**config.mk**
```make
export PLATFORM = sky130hd
export DESIGN_NAME = parc_core_rob_result_buffer
export DESIGN_NICKNAME = d
export VERILOG_FILES = /design/src/rtl/parc_core_rob_result_buffer.sv
export SDC_FILE = /design/constraint.sdc
export NUM_CORES = 1
export LEC_CHECK = 0
export CAP_MARGIN = 15
export CORE_MARGIN = 1
export CORE_UTILIZATION = 40
export DETAILED_ROUTE_END_ITERATION = 8
export SYNTH_ARGS = -nofsm -noshare
export SYNTH_HDL_FRONTEND = slang
export SYNTH_SLANG_ARGS = --single-unit
export TNS_END_PERCENT = 5
```
**constraint.sdc**
```tcl
create_clock -name clk_i -period 3.65 [get_ports clk_i]
set_clock_uncertainty 0.1 [all_clocks]
set_input_delay 0.73 -clock clk_i [delete_from_list [all_inputs] [get_ports clk_i]]
set_output_delay 0.73 -clock clk_i [all_outputs]
set_load 0.1 [all_outputs]
```
**src/rtl/parc_core_rob_result_buffer.sv**
```systemverilog
// Result payload store for the reorder buffer: captures writeback data by ROB
// slot, retires it to the architectural register file write port on commit,
// and offers a combinational operand bypass lookup.
module parc_core_rob_result_buffer #(
  parameter int unsigned NSLOTS = 16,
  parameter int unsigned SLOTW  = 4,
  parameter int unsigned DW     = 32
) (
  input  logic             clk_i,
  input  logic             rst_ni,
  input  logic             fill_val_i,
  input  logic [SLOTW-1:0] fill_slot_i,
  input  logic [DW-1:0]    fill_data_i,
  input  logic             commit_wen_i,
  input  logic [SLOTW-1:0] commit_slot_i,
  input  logic [4:0]       commit_rf_waddr_i,
  input  logic             flush_i,
  input  logic [SLOTW-1:0] lookup_slot_i,
  output logic             lookup_val_o,
  output logic [DW-1:0]    lookup_data_o,
  output logic             rf_wen_o,
  output logic [4:0]       rf_waddr_o,
  output logic [DW-1:0]    rf_wdata_o,
  output logic [SLOTW:0]   occupancy_o,
  output logic             err_commit_empty_o,
  output logic             err_fill_overwrite_o
);

  localparam int unsigned OCCW = SLOTW + 1;

  logic [NSLOTS-1:0] valid_q, valid_d;
  logic [DW-1:0]     data_q [NSLOTS];
  logic [OCCW-1:0]   occ_q, occ_d;
  logic              rf_wen_q, rf_wen_d;
  logic [4:0]        rf_waddr_q, rf_waddr_d;
  logic [DW-1:0]     rf_wdata_q, rf_wdata_d;
  logic              err_ce_q, err_ce_d;
  logic              err_fo_q, err_fo_d;

  logic              same_slot;
  logic              commit_fwd;
  logic              commit_has;
  logic [DW-1:0]     commit_sel;
  logic              occ_inc;
  logic              occ_dec;

  // Bypass lookup: a same-cycle fill wins over the stored array value
  always_comb begin
    lookup_val_o  = valid_q[lookup_slot_i];
    lookup_data_o = data_q[lookup_slot_i];
    if (fill_val_i && (fill_slot_i == lookup_slot_i)) begin
      lookup_val_o  = 1'b1;
      lookup_data_o = fill_data_i;
    end
  end

  // Next-state: slot valid bits, occupancy, RF write port and sticky errors
  always_comb begin
    valid_d    = valid_q;
    occ_d      = occ_q;
    rf_wen_d   = 1'b0;
    rf_waddr_d = rf_waddr_q;
    rf_wdata_d = rf_wdata_q;
    err_ce_d   = err_ce_q;
    err_fo_d   = err_fo_q;

    commit_fwd = fill_val_i && (fill_slot_i == commit_slot_i);
    same_slot  = commit_wen_i && commit_fwd;
    commit_has = valid_q[commit_slot_i] | commit_fwd;
    commit_sel = commit_fwd ? fill_data_i : data_q[commit_slot_i];
    // A same-slot fill+commit never raises the count; the slot ends empty
    occ_inc    = fill_val_i && !valid_q[fill_slot_i] && !same_slot;
    occ_dec    = commit_wen_i && valid_q[commit_slot_i];

    if (flush_i) begin
      valid_d = '0;
      occ_d   = '0;
    end else begin
      if (fill_val_i) begin
        valid_d[fill_slot_i] = 1'b1;
        if (valid_q[fill_slot_i] && !same_slot) begin
          err_fo_d = 1'b1;
        end
      end
      // Commit is applied after fill so a same-slot pair leaves the slot free
      if (commit_wen_i) begin
        valid_d[commit_slot_i] = 1'b0;
        rf_wen_d   = commit_has && (commit_rf_waddr_i != 5'd0);
        rf_waddr_d = commit_rf_waddr_i;
        rf_wdata_d = commit_has ? commit_sel : '0;
        if (!commit_has) begin
          err_ce_d = 1'b1;
        end
      end
      occ_d = occ_q + OCCW'(occ_inc) - OCCW'(occ_dec);
    end
  end

  // Control state with asynchronous reset
  always_ff @(posedge clk_i or negedge rst_ni) begin
    if (!rst_ni) begin
      valid_q    <= '0;
      occ_q      <= '0;
      rf_wen_q   <= 1'b0;
      rf_waddr_q <= 5'd0;
      rf_wdata_q <= '0;
      err_ce_q   <= 1'b0;
      err_fo_q   <= 1'b0;
    end else begin
      valid_q    <= valid_d;
      occ_q      <= occ_d;
      rf_wen_q   <= rf_wen_d;
      rf_waddr_q <= rf_waddr_d;
      rf_wdata_q <= rf_wdata_d;
      err_ce_q   <= err_ce_d;
      err_fo_q   <= err_fo_d;
    end
  end

  // Payload array; contents are qualified by valid_q so no reset is needed
  always_ff @(posedge clk_i) begin
    if (fill_val_i && !flush_i) begin
      data_q[fill_slot_i] <= fill_data_i;
    end
  end

  assign rf_wen_o             = rf_wen_q;
  assign rf_waddr_o           = rf_waddr_q;
  assign rf_wdata_o           = rf_wdata_q;
  assign occupancy_o          = occ_q;
  assign err_commit_empty_o   = err_ce_q;
  assign err_fill_overwrite_o = err_fo_q;

endmodule

```
==> results.ini <==
[timing]
period_needed_ns = 3.61
finalCritPeriodShare = 0.989
fin_hold_ws_ns = 0.190
slew_headroom = 0.316
rsz0062_at_grt = no
tightest_slew_ns = 1.03
hold_violations = 0
slew_violations = 0
fmax_mhz = 277
setup_viol = 0

[setup_path]
crit_family = multiplexers
endpoint_kind = output pin
path_max_fanout = 16
reg2reg_depth = 13
slowest_delay_ns = 0.53
critPathKind = in -> out
crit_buf_inv = 4
worstSetupPathDepth = 7
r2r_start = valid_q[2]
cp_slowest_cell = mux4_2
cp-startpoint = lookup_slot_i[0]
cp_data_required_time_ns = 2.82
cp-start-kind = primary input
crit_path_cell_trace = clkbuf_16, buf_16, buf_16, mux4_2, mux4_2, mux2_4, buf_12
arrival_ns = 2.78

[global_routing]
track_usage = 0.230
grt.met1_usage = 0.299
grt_first_pass_wirelength_um = 111000
met2_usage = 0.385
grt.overflow.total = 0
first_global_vias = 16233
grt_max_degree = 133
antenna_found_initial = 2
busiest_layer = met2
grt.met3_usage = 0.0475

[detailed_routing]
wl_um = 76100
viasPerCell = 6.13
drt_pass1_iterations = 5
antenna_left = 0
vias = 15286
drt_iter0_drc = 1574
drcViolationCount = 0
post_drt_wl_per_cell_um = 30.5

[die]
die_x_um = 260
ios = 132
start_util = 0.405
die_h_um = 260
coreArea_um2 = 65900
num_rows = 94
die_area_um2 = 67700

[synth]
synth_top_area_cell = edfxtp_1
yosys.cell_count.top_type = edfxtp_1
synth.area.top_cells = edfxtp_1 58%, mux4_2 25%, dfrtp_1 5.7%, a22oi_1 1.9%, mux2_2 1.6%
synth_warnings = 0
synth_flop_cell = edfxtp_1
synthDistinctLibCells = 42
syn_area_per_cell_um2 = 19.4
async_flop_share = 0.106
synth_top_cell_area_share = 0.576
synth-seq-area-share = 0.633
syn_area_um2 = 26700
synthCells = 1377
syn-num-nets = 1437
netlist_top_cells_count = 512 x edfxtp_1, 301 x mux4_2, 71 x nand2_1, 66 x a22oi_1, 62 x clkbuf_1
synth-edff-count = 512
synth-seq-cells = 573

[final_layout]
diodes = 0
area_delta_synth_final_pct = 21.3
final_nets = 1642
design_area_um2 = 32400
drive_gt1_frac = 0.391

[flow_run]
cap_violations = 0

[worst_hold_path]
hp-class = in -> async

[pwr]
powerDensity_nw_per_um2 = 493
power_leakage_nw = 10.6
ir_drop_mv = 0.405
power.total_w = 0.0159

[placement]
gp_congestion = 0.805
post-dp-hpwl_um = 41000
placed_cell_area_um2 = 30200
io_buffers = 131

[cts]
htree_num_levels = 2
cts_buffers = 60
clk_latency_ns = 0.62
cts_tree = done
cts_buffer_depth = 3
path_clk_slew_ns = 0.06
cts_sinks = 573
root_buffer = clkbuf_16

[run_status]
status = finished clean

[logic make-up (layout without fill, tap and decap cells)]
family / Yosys count / in the layout / share of synthesized area
buffers and inverters: 119 / 373 / 0.0217
AO/OA/AOI/OAI: 140 / 140 / 0.0363
flip-flops: 573 / 573 / 0.633
adder cells (fa/ha/maj): 6 / 6 / 0.00310
AND/OR/NAND/NOR: 188 / 188 / 0.0314
multiplexers: 339 / 339 / 0.270
XOR/XNOR: 12 / 12 / 0.00394
[repair_timing]
item	in CTS	in global routing
setup buffers	2	10
resized for setup	12	8
hold buffers	0	0
cloned	2	1
endpoints found under the setup margin	32	32
pin swaps	1	2
[layout make-up]
class,instances,area (µm²)
clock inverters,40,340
repair buffers,254,3060
flip-flops and latches,573,16900
clock buffers,71,1550
multi-input cells,685,9390
fillers,5341,33500
well taps,864,1080
inverters,8,30.0
[report_power, final]
group	total [W]	switching, W	leakage [nW]	internal, W
registers	0.00738	0.0000861	5.38	0.00729
clock network	0.00594	0.00256	0.939	0.00338
logic	0.00263	0.00167	4.28	0.000959
[flip-flops by register name, indices dropped and copies added (netlist names)]
signal,flops
data_q,512
err_commit_empty_o,1
err_fill_overwrite_o,1
occupancy_o,5
rf_waddr_o,5
rf_wdata_o,32
rf_wen_o,1
valid_q,16
[cells in the final DEF, fill, tap and decap left out, drive strengths merged, types with 37 or more instances in the layout]
cell             n
clkdlybuf4s50   69
buf            178
mux2            37
clkbuf          74
mux4           301
a22oi           66
nor2            59
nand2           71
dfrtp           61
edfxtp         512
[final timing paths]
kind	end	slack, ns
setup / recovery	lookup_data_o[11]	0.04
hold / removal	rf_wdata_o[9]	0.19
setup reg to reg	occupancy_o[4]	0.48
hold reg to reg	err_commit_empty_o	0.37
max in group asynchronous	rf_wdata_o[23]	2.59
min in group clk_i	err_commit_empty_o	0.37
[stage by stage]
stage	setup slack (ns)	TNS, ns	instances	utilization
after global routing	0.00972	0	2495	0.491
after global placement	-0.485	-3.11	2369	0.459
after detailed placement	-0.496	-4.58	2369	0.459
final	0.0405	0	2495	0.491
after floorplan	0.00750	0	1377	-
after CTS	-0.0196	-0.0971	2484	0.489
[routing by layer]
metal  share of wire  vias up
li1                -     6299
met4           0.030        2
met2            0.50      644
met3           0.082      136
met5         0.00017        -
met1            0.39     8205
No activity file was read; power rests on OpenSTA's default activity.
